==> src/rtl/pusch_pkg.sv <==
// Shared definitions for the PUSCH symbol scheduler: FSM encoding, grid limits and
// the allocation legality rule used by the CHECK state.
package pusch_pkg;

  localparam int               SYM_W     = 4;
  localparam logic [11:0]      TOTAL_SC  = 12'd1200;
  localparam logic [6:0]       MAX_RB    = 7'd100;
  localparam logic [11:0]      SC_PER_RB = 12'd12;
  localparam logic [SYM_W-1:0] LAST_SYM  = 4'd13;

  typedef enum logic [2:0] {
    ST_IDLE      = 3'd0,
    ST_CHECK     = 3'd1,
    ST_REQ       = 3'd2,
    ST_WAIT_DONE = 3'd3,
    ST_DRAIN     = 3'd4
  } state_t;

  // The allocation extent is formed in 12 bits so N_sc + 12*N_rb can never wrap.
  function automatic logic cfg_legal(input logic [10:0]      n_sc,
                                     input logic [6:0]       n_rb,
                                     input logic [SYM_W-1:0] sym_start,
                                     input logic [SYM_W-1:0] sym_end);
    logic [11:0] extent;
    extent = {1'b0, n_sc} + 12'(n_rb) * SC_PER_RB;
    return (n_rb != 7'd0) && (n_rb <= MAX_RB) && (sym_start <= sym_end) &&
           (sym_end <= LAST_SYM) && (extent <= TOTAL_SC);
  endfunction

endpackage

==> src/rtl/pusch_symbol_scheduler_if.sv <==
// Mapper/consumer-facing signals of the PUSCH symbol scheduler.
interface pusch_symbol_scheduler_if;
  import pusch_pkg::*;

  // dmrs_req/fft_req are one-cycle request strobes answered by a one-cycle Sym_Done;
  // buf_full[i] is a level "valid" to the consumer, buf_release[i] its one-cycle acknowledge.
  logic                 Sym_Done;
  logic [1:0]           buf_release;
  logic                 dmrs_req;
  logic                 fft_req;
  logic [SYM_W-1:0]     sym_idx;
  logic                 wr_buf;
  logic [1:0]           buf_full;
  logic [2*SYM_W-1:0]   full_sym;

  modport master (
    input  Sym_Done, buf_release,
    output dmrs_req, fft_req, sym_idx, wr_buf, buf_full, full_sym
  );

  modport slave (
    output Sym_Done, buf_release,
    input  dmrs_req, fft_req, sym_idx, wr_buf, buf_full, full_sym
  );

endinterface

==> src/rtl/pingpong_owner.sv <==
// Two-entry ping-pong grid buffer tracker: per-buffer full flag and the symbol it holds.
module pingpong_owner
  import pusch_pkg::*;
(
  input  logic                 CLK_RE,
  input  logic                 RST_RE,
  input  logic                 i_set,
  input  logic                 i_set_idx,
  input  logic [SYM_W-1:0]     i_sym,
  input  logic [1:0]           i_release,
  input  logic                 i_clear,
  output logic [1:0]           o_buf_full,
  output logic [1:0]           o_buf_full_nxt,
  output logic [2*SYM_W-1:0]   o_full_sym
);

  logic [1:0]       r_full;
  logic [SYM_W-1:0] r_sym0;
  logic [SYM_W-1:0] r_sym1;
  logic [1:0]       w_full_nxt;

  // Set beats a same-cycle release of the same buffer; clear beats everything.
  always_comb begin
    w_full_nxt = r_full & ~i_release;
    if (i_set) w_full_nxt[i_set_idx] = 1'b1;
    if (i_clear) w_full_nxt = 2'b00;
  end

  always_ff @(posedge CLK_RE or negedge RST_RE) begin
    if (!RST_RE) begin
      r_full <= 2'b00;
      r_sym0 <= '0;
      r_sym1 <= '0;
    end else begin
      r_full <= w_full_nxt;
      if (i_clear) begin
        r_sym0 <= '0;
        r_sym1 <= '0;
      end else if (i_set) begin
        if (i_set_idx) r_sym1 <= i_sym;
        else           r_sym0 <= i_sym;
      end
    end
  end

  assign o_buf_full     = r_full;
  assign o_buf_full_nxt = w_full_nxt;
  assign o_full_sym     = {r_sym1, r_sym0};

endmodule

==> src/rtl/pusch_symbol_scheduler.sv <==
// Slot-level sequencer for the PUSCH RE mapper: validates the allocation, then walks
// symbols Sym_Start..Sym_End (DMRS first, FFT after) through a ping-pong grid buffer.
module pusch_symbol_scheduler
  import pusch_pkg::*;
#(
  parameter int TIMEOUT_W = 16,
  parameter int TIMEOUT   = 4096
) (
  input  logic                    CLK_RE,
  input  logic                    RST_RE,
  input  logic                    start,
  input  logic                    abort,
  input  logic [10:0]             cfg_N_sc,
  input  logic [6:0]              cfg_N_rb,
  input  logic [SYM_W-1:0]        cfg_Sym_Start,
  input  logic [SYM_W-1:0]        cfg_Sym_End,
  output logic                    busy,
  output logic                    slot_done,
  output logic                    cfg_err,
  output logic                    timeout_err,
  output state_t                  dbg_state,
  pusch_symbol_scheduler_if.master bus
);

  localparam logic [TIMEOUT_W-1:0] WD_LAST = TIMEOUT_W'(TIMEOUT - 1);

  state_t               r_state;
  logic [10:0]          r_n_sc;
  logic [6:0]           r_n_rb;
  logic [SYM_W-1:0]     r_sym_start;
  logic [SYM_W-1:0]     r_sym_end;
  logic [SYM_W-1:0]     r_sym_idx;
  logic                 r_wr_buf;
  logic [TIMEOUT_W-1:0] r_wd;
  logic                 r_dmrs_req;
  logic                 r_fft_req;
  logic                 r_slot_done;
  logic                 r_cfg_err;
  logic                 r_timeout_err;

  logic                 w_set;
  logic                 w_timeout;
  logic                 w_clear;
  logic [1:0]           w_buf_full;
  logic [1:0]           w_buf_full_nxt;
  logic [2*SYM_W-1:0]   w_full_sym;

  assign w_set     = (r_state == ST_WAIT_DONE) && bus.Sym_Done && !abort;
  assign w_timeout = (r_state == ST_WAIT_DONE) && !bus.Sym_Done && (r_wd == WD_LAST);
  assign w_clear   = abort || w_timeout;

  pingpong_owner u_pingpong (
    .CLK_RE         (CLK_RE),
    .RST_RE         (RST_RE),
    .i_set          (w_set),
    .i_set_idx      (r_wr_buf),
    .i_sym          (r_sym_idx),
    .i_release      (bus.buf_release),
    .i_clear        (w_clear),
    .o_buf_full     (w_buf_full),
    .o_buf_full_nxt (w_buf_full_nxt),
    .o_full_sym     (w_full_sym)
  );

  always_ff @(posedge CLK_RE or negedge RST_RE) begin
    if (!RST_RE) begin
      r_state       <= ST_IDLE;
      r_n_sc        <= '0;
      r_n_rb        <= '0;
      r_sym_start   <= '0;
      r_sym_end     <= '0;
      r_sym_idx     <= '0;
      r_wr_buf      <= 1'b0;
      r_wd          <= '0;
      r_dmrs_req    <= 1'b0;
      r_fft_req     <= 1'b0;
      r_slot_done   <= 1'b0;
      r_cfg_err     <= 1'b0;
      r_timeout_err <= 1'b0;
    end else begin
      r_dmrs_req    <= 1'b0;
      r_fft_req     <= 1'b0;
      r_slot_done   <= 1'b0;
      r_cfg_err     <= 1'b0;
      r_timeout_err <= 1'b0;
      if (abort) begin
        r_state   <= ST_IDLE;
        r_sym_idx <= '0;
        r_wr_buf  <= 1'b0;
        r_wd      <= '0;
      end else begin
        case (r_state)
          ST_IDLE: begin
            if (start) begin
              r_n_sc      <= cfg_N_sc;
              r_n_rb      <= cfg_N_rb;
              r_sym_start <= cfg_Sym_Start;
              r_sym_end   <= cfg_Sym_End;
              r_state     <= ST_CHECK;
            end
          end
          ST_CHECK: begin
            if (cfg_legal(r_n_sc, r_n_rb, r_sym_start, r_sym_end)) begin
              r_sym_idx <= r_sym_start;
              r_wr_buf  <= 1'b0;
              r_state   <= ST_REQ;
            end else begin
              r_cfg_err <= 1'b1;
              r_state   <= ST_IDLE;
            end
          end
          ST_REQ: begin
            // Hold the request until the consumer has drained the target buffer.
            if (!w_buf_full[r_wr_buf]) begin
              if (r_sym_idx == r_sym_start) r_dmrs_req <= 1'b1;
              else                          r_fft_req  <= 1'b1;
              r_wd    <= '0;
              r_state <= ST_WAIT_DONE;
            end
          end
          ST_WAIT_DONE: begin
            if (bus.Sym_Done) begin
              r_wr_buf <= ~r_wr_buf;
              if (r_sym_idx == r_sym_end) begin
                r_state <= ST_DRAIN;
              end else begin
                r_sym_idx <= r_sym_idx + 4'd1;
                r_state   <= ST_REQ;
              end
            end else if (w_timeout) begin
              r_timeout_err <= 1'b1;
              r_sym_idx     <= '0;
              r_wr_buf      <= 1'b0;
              r_state       <= ST_IDLE;
            end else begin
              r_wd <= r_wd + 1'b1;
            end
          end
          ST_DRAIN: begin
            // Looking at the next-cycle flags lets slot_done follow the last release by one cycle.
            if (w_buf_full_nxt == 2'b00) begin
              r_slot_done <= 1'b1;
              r_state     <= ST_IDLE;
            end
          end
          default: r_state <= ST_IDLE;
        endcase
      end
    end
  end

  assign busy         = (r_state != ST_IDLE);
  assign slot_done    = r_slot_done;
  assign cfg_err      = r_cfg_err;
  assign timeout_err  = r_timeout_err;
  assign dbg_state    = r_state;

  assign bus.dmrs_req = r_dmrs_req;
  assign bus.fft_req  = r_fft_req;
  assign bus.sym_idx  = r_sym_idx;
  assign bus.wr_buf   = r_wr_buf;
  assign bus.buf_full = w_buf_full;
  assign bus.full_sym = w_full_sym;

endmodule
==> src/flat_wrapper.sv <==
// flat-port wrapper written by rule: the top's interface ports become plain ports
module pusch_symbol_scheduler_flat import pusch_pkg::*;
#(
  parameter int TIMEOUT_W = 16,
  parameter int TIMEOUT   = 4096
)
  (CLK_RE, RST_RE, start, abort, cfg_N_sc, cfg_N_rb, cfg_Sym_Start, cfg_Sym_End, busy, slot_done, cfg_err, timeout_err, dbg_state, bus_Sym_Done, bus_buf_release, bus_dmrs_req, bus_fft_req, bus_sym_idx, bus_wr_buf, bus_buf_full, bus_full_sym);
  pusch_symbol_scheduler_if bus_i ();
  input  logic CLK_RE;
  input  logic RST_RE;
  input  logic start;
  input  logic abort;
  input  logic [10:0] cfg_N_sc;
  input  logic [6:0] cfg_N_rb;
  input  logic [SYM_W-1:0] cfg_Sym_Start;
  input  logic [SYM_W-1:0] cfg_Sym_End;
  output logic busy;
  output logic slot_done;
  output logic cfg_err;
  output logic timeout_err;
  output state_t dbg_state;
  input wire logic [$bits(bus_i.Sym_Done)-1:0] bus_Sym_Done;
  input wire logic [$bits(bus_i.buf_release)-1:0] bus_buf_release;
  output wire logic [$bits(bus_i.dmrs_req)-1:0] bus_dmrs_req;
  output wire logic [$bits(bus_i.fft_req)-1:0] bus_fft_req;
  output wire logic [$bits(bus_i.sym_idx)-1:0] bus_sym_idx;
  output wire logic [$bits(bus_i.wr_buf)-1:0] bus_wr_buf;
  output wire logic [$bits(bus_i.buf_full)-1:0] bus_buf_full;
  output wire logic [$bits(bus_i.full_sym)-1:0] bus_full_sym;
  assign bus_i.Sym_Done = bus_Sym_Done;
  assign bus_i.buf_release = bus_buf_release;
  assign bus_dmrs_req = bus_i.dmrs_req;
  assign bus_fft_req = bus_i.fft_req;
  assign bus_sym_idx = bus_i.sym_idx;
  assign bus_wr_buf = bus_i.wr_buf;
  assign bus_buf_full = bus_i.buf_full;
  assign bus_full_sym = bus_i.full_sym;
  pusch_symbol_scheduler #(.TIMEOUT_W(TIMEOUT_W), .TIMEOUT(TIMEOUT)) u_core (.CLK_RE(CLK_RE), .RST_RE(RST_RE), .start(start), .abort(abort), .cfg_N_sc(cfg_N_sc), .cfg_N_rb(cfg_N_rb), .cfg_Sym_Start(cfg_Sym_Start), .cfg_Sym_End(cfg_Sym_End), .busy(busy), .slot_done(slot_done), .cfg_err(cfg_err), .timeout_err(timeout_err), .dbg_state(dbg_state), .bus(bus_i));
endmodule
==> config.mk <==
export PLATFORM = sky130hd
export DESIGN_NAME = pusch_symbol_scheduler_flat
export DESIGN_NICKNAME = d
export VERILOG_FILES = /design/src/rtl/pusch_pkg.sv /design/src/rtl/pusch_symbol_scheduler_if.sv /design/src/rtl/pingpong_owner.sv /design/src/rtl/pusch_symbol_scheduler.sv /design/src/flat_wrapper.sv
export SDC_FILE = /design/constraint.sdc
export NUM_CORES = 1
export LEC_CHECK = 0
export CAP_MARGIN = 10
export CORE_UTILIZATION = 57
export CTS_BUF_LIST = sky130_fd_sc_hd__clkbuf_8
export DETAILED_ROUTE_END_ITERATION = 6
export GPL_TIMING_DRIVEN = 0
export MAX_ROUTING_LAYER = met4
export PLACE_DENSITY = 0.83
export SLEW_MARGIN = 20
export SYNTH_ARGS = -nofsm -noshare
export SYNTH_HDL_FRONTEND = slang
export SYNTH_SLANG_ARGS = --single-unit
==> constraint.sdc <==
create_clock -name CLK_RE -period 4.2 [get_ports CLK_RE]
set_input_delay 0.42 -clock CLK_RE [delete_from_list [all_inputs] [get_ports CLK_RE]]
set_output_delay 0.42 -clock CLK_RE [all_outputs]
set_load 0.005 [all_outputs]
==> results of run 1 <==
[registers in the layout, summed over array words and instances (netlist names)]
| register | count |
|---|---|
| u_core.bus.sym_idx | 4 |
| u_core.u_pingpong.o_buf_full | 2 |
| u_core.r_n_rb | 7 |
| u_core.bus.wr_buf | 1 |
| u_core.bus.dmrs_req | 1 |
| u_core.r_sym_start | 4 |
| u_core.u_pingpong.r_sym0 | 4 |
| u_core.bus.fft_req | 1 |
| u_core.r_sym_end | 4 |
| u_core.slot_done | 1 |
| u_core.dbg_state | 3 |
| u_core.u_pingpong.r_sym1 | 4 |
| u_core.r_wd | 16 |
| u_core.cfg_err | 1 |
| u_core.timeout_err | 1 |
| u_core.r_n_sc | 11 |
[worst paths after layout]
check | startpoint | endpoint | slack (ns) | depth (start not counted)
setup / recovery | u_core.r_n_rb[0] | u_core.bus.sym_idx[2] | 0.26 | 18
setup reg to reg | u_core.r_n_rb[0] | u_core.bus.sym_idx[2] | 0.26 | 18
max in group asynchronous | RST_RE | u_core.cfg_err | 3.16 | 3
hold / removal | u_core.r_wd[9] | u_core.r_wd[9] | 0.48 | 1
min in group asynchronous | RST_RE | u_core.r_n_rb[0] | 0.51 | 2
hold reg to reg | u_core.r_wd[9] | u_core.r_wd[9] | 0.48 | 1
[critical path, stage by stage, from the launching register on]
cell	delay (ns)
dfrtp_1	0.44
ha_1	0.25
fa_1	0.40
a21o_1	0.17
a21oi_1	0.21
inv_1	0.06
a21oi_1	0.14
nor2_1	0.05
nor2_1	0.11
xnor2_1	0.10
ha_1	0.33
inv_1	0.10
a2111oi_4	0.32
mux2i_1	0.10
and2_1	0.16
a31o_4	0.25
a21oi_4	0.22
nor3_4	0.10
mux2_4	0.31
[cell usage after synthesis, types with 12 or more instances]
cell type	n
ha_1	30
o21ai_0	22
xnor2_1	12
a21oi_1	13
mux2_2	27
inv_1	15
nand2_1	30
nor2_1	42
clkbuf_1	13
dfrtp_1	65
[through the flow]
step / area (sq um) / hold slack (ns)
finish: 4790 / 0.477
global route: 4790 / 0.501
CTS: 4790 / 0.481
detailed placement: 4620 / 0.348
global placement: 4600 / 0.462
floorplan: 3960 / 0.124
[metal layers]
layer	global-route usage	vias to the layer above	share of wire
met4	0.102	0	0.024
met1	0.337	1545	0.45
li1	-	1539	-
met2	0.413	90	0.48
met5	-	-	0
met3	0.0418	20	0.044
[kinds of logic (layout without fill, tap and decap cells)]
family / count (synthesis) / after routing / share of synthesized area
compound gates: 82 / 82 / 0.146
simple gates: 124 / 124 / 0.153
flops: 65 / 65 / 0.411
buf+inv: 31 / 103 / 0.0300
fa+ha+maj: 32 / 32 / 0.105
mux: 41 / 41 / 0.116
xor+xnor: 18 / 18 / 0.0398
[timing repair]
action,CTS,global route
endpoints found under the hold margin,25,0
hold buffers,1,0
setup endpoints to repair,0,3
[layout make-up]
cell class | count | area (sq um)
Clock inverter | 7 | 38.8
Sequential cell | 65 | 1630
Tap cell | 80 | 100
Inverter | 16 | 60.1
Timing Repair Buffer | 56 | 568
Clock buffer | 9 | 124
Buffer | 15 | 58.8
Multi-Input combinational cell | 297 | 2220
Fill cell | 508 | 1960
[power breakdown]
part | internal (uW) | switching (uW)
combinational | 1240 | 1370
sequential | 773 | 164
clock | 207 | 250
total | 2220 | 1790
==> flow_summary.ini, run 1 <==
[global_routing]
grt_max_degree = 41
antenna_found_initial = 0
grt_pass1_wl_mm = 14.4
grt.overflow.total = 0
grtUsageTotal = 0.260
grt_pass1_vias = 3123

[sta]
min_period_ns = 3.94
slew_headroom = 0.624
drv_slew = 0
fin_skew_ns = 0.0111
hold_viol = 0
rsz0062_at_grt = no
fin_tns_setup_ns = 0
layout_setup_ws_ns = 0.256
clock.fmax_ghz = 0.254
finalSetupViolCount = 0
min_period_over_period = 0.939
tightest_slew_ns = 0.564

[synth]
synth.area.top_cells = dfrtp_1 41%, ha_1 9.5%, mux2_2 7.7%
yosysWarningCount = 0
synthCells = 393
ys.flop_type = dfrtp_1
synth-edff-count = 0
synth_seq_area_share = 0.411
synth.distinct_cells = 56
synth.cell_area_sq_um = 3960
syn_avg_cell_area_sq_um = 10.1
synth_top_area_share = 0.411
yosys.area.top_type = dfrtp_1
async_reset_ff_frac = 1.00
ys_seq_elements = 65
syn_nets = 458

[worst_setup_path]
critical_path.endpoint_type = flop
worstPathMaxFanout = 4
cp.required_ns = 4.44
critPathKind = flop to flop
start_kind = flop
cp_data_arrival_time_ns = 4.18

[cells_and_area]
syn2layout_area_growth_pct = 21.0
nNetsFinal = 525
instances_no_fill = 545
n_antenna_cell = 0
postLayoutCoreUtil = 0.709
final_cell_mix = 65 x dfrtp_1, 53 x clkdlybuf4s50_1, 42 x nor2_1
final_common_cell = dfrtp_1
drive_above_1_share = 0.125

[floorplan]
die_area_sq_um = 7290
coreArea_sq_um = 6760
start_util = 0.586
chipWidth_um = 85.4
ioPinCount = 57
rows = 30
dieHeight_um = 85.4

[placed_design]
pre_cts_slack_ns = 0.303
dp_cells = 528
place_hpwl_mm = 6.29
port_buffers = 54
gp_congestion = 0.834

[pwr]
power_density_nw_per_um2 = 837
vdd_drop_max_mv = 0.507
p_total_uw = 4010
leakagePower_uw = 0.00220

[clocking]
cts_buffers = 9
cts_resized = 0
cts_buffer_depth = 2
tritoncts = yes
cts.sinks = 65
postCtsSetupBuffers = 0
htree_levels = 3
cts-root-buf = clkbuf_8
clk_latency_ns = 0.35
clk_pin_slew_ns = 0.08

[route]
first_pass_iters = 7
antenna_left = 0
vias_per_cell = 5.86
routedWlPerCell_um = 15.7
vias = 3194
drtIter0Drc = 172
drc_errors = 0
finalWirelength_mm = 8.54

[hold_path]
hold_class = flop to flop

[outcome]
status = finished, final reports clean

[run]
maxCapViolations = 0
Power figures use the tool's default switching activity.
==> inputs of run 2 (changes only) <==
--- a/config.mk
+++ b/config.mk
@@ -8,6 +8,7 @@
 export CAP_MARGIN = 10
 export CORE_UTILIZATION = 57
 export CTS_BUF_LIST = sky130_fd_sc_hd__clkbuf_8
+export CTS_CLUSTER_SIZE = 24
 export DETAILED_ROUTE_END_ITERATION = 6
 export GPL_TIMING_DRIVEN = 0
 export MAX_ROUTING_LAYER = met4
==> results of run 2 <==
Same layout as run 1: the final DEF is identical, and so are final timing and power.
==> inputs of run 3 (changes only) <==
--- a/config.mk
+++ b/config.mk
@@ -13,6 +13,7 @@
 export GPL_TIMING_DRIVEN = 0
 export MAX_ROUTING_LAYER = met4
 export PLACE_DENSITY = 0.83
+export SETUP_SLACK_MARGIN = 0.02
 export SLEW_MARGIN = 20
 export SYNTH_ARGS = -nofsm -noshare
 export SYNTH_HDL_FRONTEND = slang
==> run 3 against run 2 <==
Sequential power hardly changed. Register-to-register slack barely moved. Core utilization about the same. Combinational power is essentially flat. Clock-buffer cell count stayed put. Critical path depth did not move. Via count about the same. Cell count unchanged. First-iteration DRC count rose by 1.7%. Sequential cell count unchanged.
==> flow_summary.ini, run 3 (same netlist as run 1, synthesis figures left out) <==
[outcome]
status = finished, final reports clean

[worst_setup_path]
critPathTopFamily = compound AO/OA/AOI/OAI gates
critPathKind = flop to flop
start_kind = flop
crit_buf_inv = 2
critical_path.endpoint_type = flop
cp_cell_sequence = ha_1 -> fa_1 -> a21o_1 -> a21oi_1 -> inv_1 -> a21oi_1 -> nor2_1 -> nor2_1 -> xnor2_1 -> ha_1 -> inv_2 -> a2111oi_4 -> mux2i_1 -> and2_1 -> a31o_4 -> a21oi_4 -> nor3_4 -> mux2_4
cp_data_arrival_time_ns = 4.17
cp_slowest_cell = dfrtp_1
cp.required_ns = 4.44
slowest_delay_ns = 0.44
worstPathMaxFanout = 4

[clocking]
clk_latency_ns = 0.35
cts-root-buf = clkbuf_8
clk_pin_slew_ns = 0.08
tritoncts = yes
cts_buffers = 9
cts.sinks = 65
htree_levels = 3
postCtsSetupBuffers = 0
cts_buffer_depth = 2

[cells_and_area]
syn2layout_area_growth_pct = 21.0
drive_above_1_share = 0.129
final_common_cell = dfrtp_1
largest-register = u_core.r_wd
nNetsFinal = 525
reg_top3 = u_core.r_wd (16), u_core.r_n_sc (11), u_core.r_n_rb (7)
fin_area_sq_um = 4790
final_cell_mix = 64 x dfrtp_1, 53 x clkdlybuf4s50_1, 42 x nor2_1
postLayoutCoreUtil = 0.709
n_antenna_cell = 0
largest_reg_flops = 16

[global_routing]
antenna_found_initial = 0
grt_max_degree = 41
grt.overflow.total = 0
grt_pass1_wl_mm = 14.4
grtUsageTotal = 0.260
grt_pass1_vias = 3123

[floorplan]
coreArea_sq_um = 6760
die_area_sq_um = 7290
dieHeight_um = 85.4
chipWidth_um = 85.4
rows = 30
ioPinCount = 57
start_util = 0.586

[hold_path]
hold_class = flop to flop

[route]
antenna_left = 0
finalWirelength_mm = 8.58
vias_per_cell = 5.86
routedWlPerCell_um = 15.7
drc_errors = 0
first_pass_iters = 7
drtIter0Drc = 175
vias = 3192

[placed_design]
place_area_sq_um = 4620
gp_congestion = 0.834
place_hpwl_mm = 6.29
port_buffers = 54

[sta]
whs_ns = 0.477
min_period_over_period = 0.936
rsz0062_at_grt = no
slew_headroom = 0.623
fin_tns_setup_ns = 0
tightest_slew_ns = 0.565
min_period_ns = 3.93
clock.fmax_ghz = 0.254
hold_viol = 0
fin_skew_ns = 0.0101
finalSetupViolCount = 0
drv_slew = 0

[run]
maxCapViolations = 0

[pwr]
vdd_drop_max_mv = 0.507
p_total_uw = 4020
power_density_nw_per_um2 = 839
leakagePower_uw = 0.00220
==> run 3: cell counts in the layout (fill, tap and decap cells not counted) <==
Identical to the previous run, type by type.
==> run 3: what timing repair did <==
| action | in CTS | in global routing |
|---|---|---|
| setup endpoints to repair | 0 | 3 |
| gates resized for setup | 0 | 2 |
| hold buffers | 1 | 0 |
| endpoints found under the hold margin | 25 | 0 |
==> run 3: worst reg2reg max path, stage by stage (launching register included) <==
cell	delay [ns]
dfrtp_1	0.44
ha_1	0.25
fa_1	0.40
a21o_1	0.17
a21oi_1	0.21
inv_1	0.06
a21oi_1	0.14
nor2_1	0.05
nor2_1	0.11
xnor2_1	0.10
ha_1	0.35
inv_2	0.08
a2111oi_4	0.31
mux2i_1	0.10
and2_1	0.16
a31o_4	0.25
a21oi_4	0.22
nor3_4	0.10
mux2_4	0.31
==> run 3: layout make-up <==
class / instances / area [sq um]
multi-input cells: 297 / 2220
fillers: 507 / 1960
flip-flops and latches: 65 / 1630
repair buffers: 56 / 568
clock buffers: 9 / 124
well taps: 80 / 100
inverters: 16 / 60.1
plain buffers: 15 / 58.8
clock inverters: 7 / 38.8
==> run 3: metrics by stage <==
stage / std cells / worst slack, ns
floorplan: 393 / 0.557
global placement: 527 / 0.366
detailed placement: 528 / 0.303
CTS: 545 / 0.273
global route: 545 / 0.0612
finish: 545 / 0.270
==> run 3: worst paths after layout <==
| path | from | endpoint | slack (ns) | depth (start not counted) |
|---|---|---|---|---|
| hold / removal | u_core.r_wd[9] | u_core.r_wd[9] | 0.48 | 1 |
| setup / recovery | u_core.r_n_rb[0] | u_core.bus.sym_idx[2] | 0.27 | 18 |
| max in group asynchronous | RST_RE | u_core.cfg_err | 3.16 | 3 |
| hold reg to reg | u_core.r_wd[9] | u_core.r_wd[9] | 0.48 | 1 |
| setup reg to reg | u_core.r_n_rb[0] | u_core.bus.sym_idx[2] | 0.27 | 18 |
| min in group asynchronous | RST_RE | u_core.r_n_rb[0] | 0.51 | 2 |
==> run 3: per-layer routing <==
layer	global-route usage	part of all wire	up-vias
li1	-	-	1539
met1	0.337	0.45	1546
met2	0.413	0.48	87
met3	0.0418	0.043	20
met4	0.102	0.020	0
met5	-	0	-
==> run 3: where the power goes <==
| part | internal, uW | leakage [uW] | total [uW] | switching [uW] |
|---|---|---|---|---|
| logic | 1250 | 0.00127 | 2630 | 1380 |
| clock network | 207 | 0.0000860 | 455 | 248 |
| registers | 774 | 0.000842 | 939 | 165 |
| total | 2230 | 0.00220 | 4020 | 1790 |
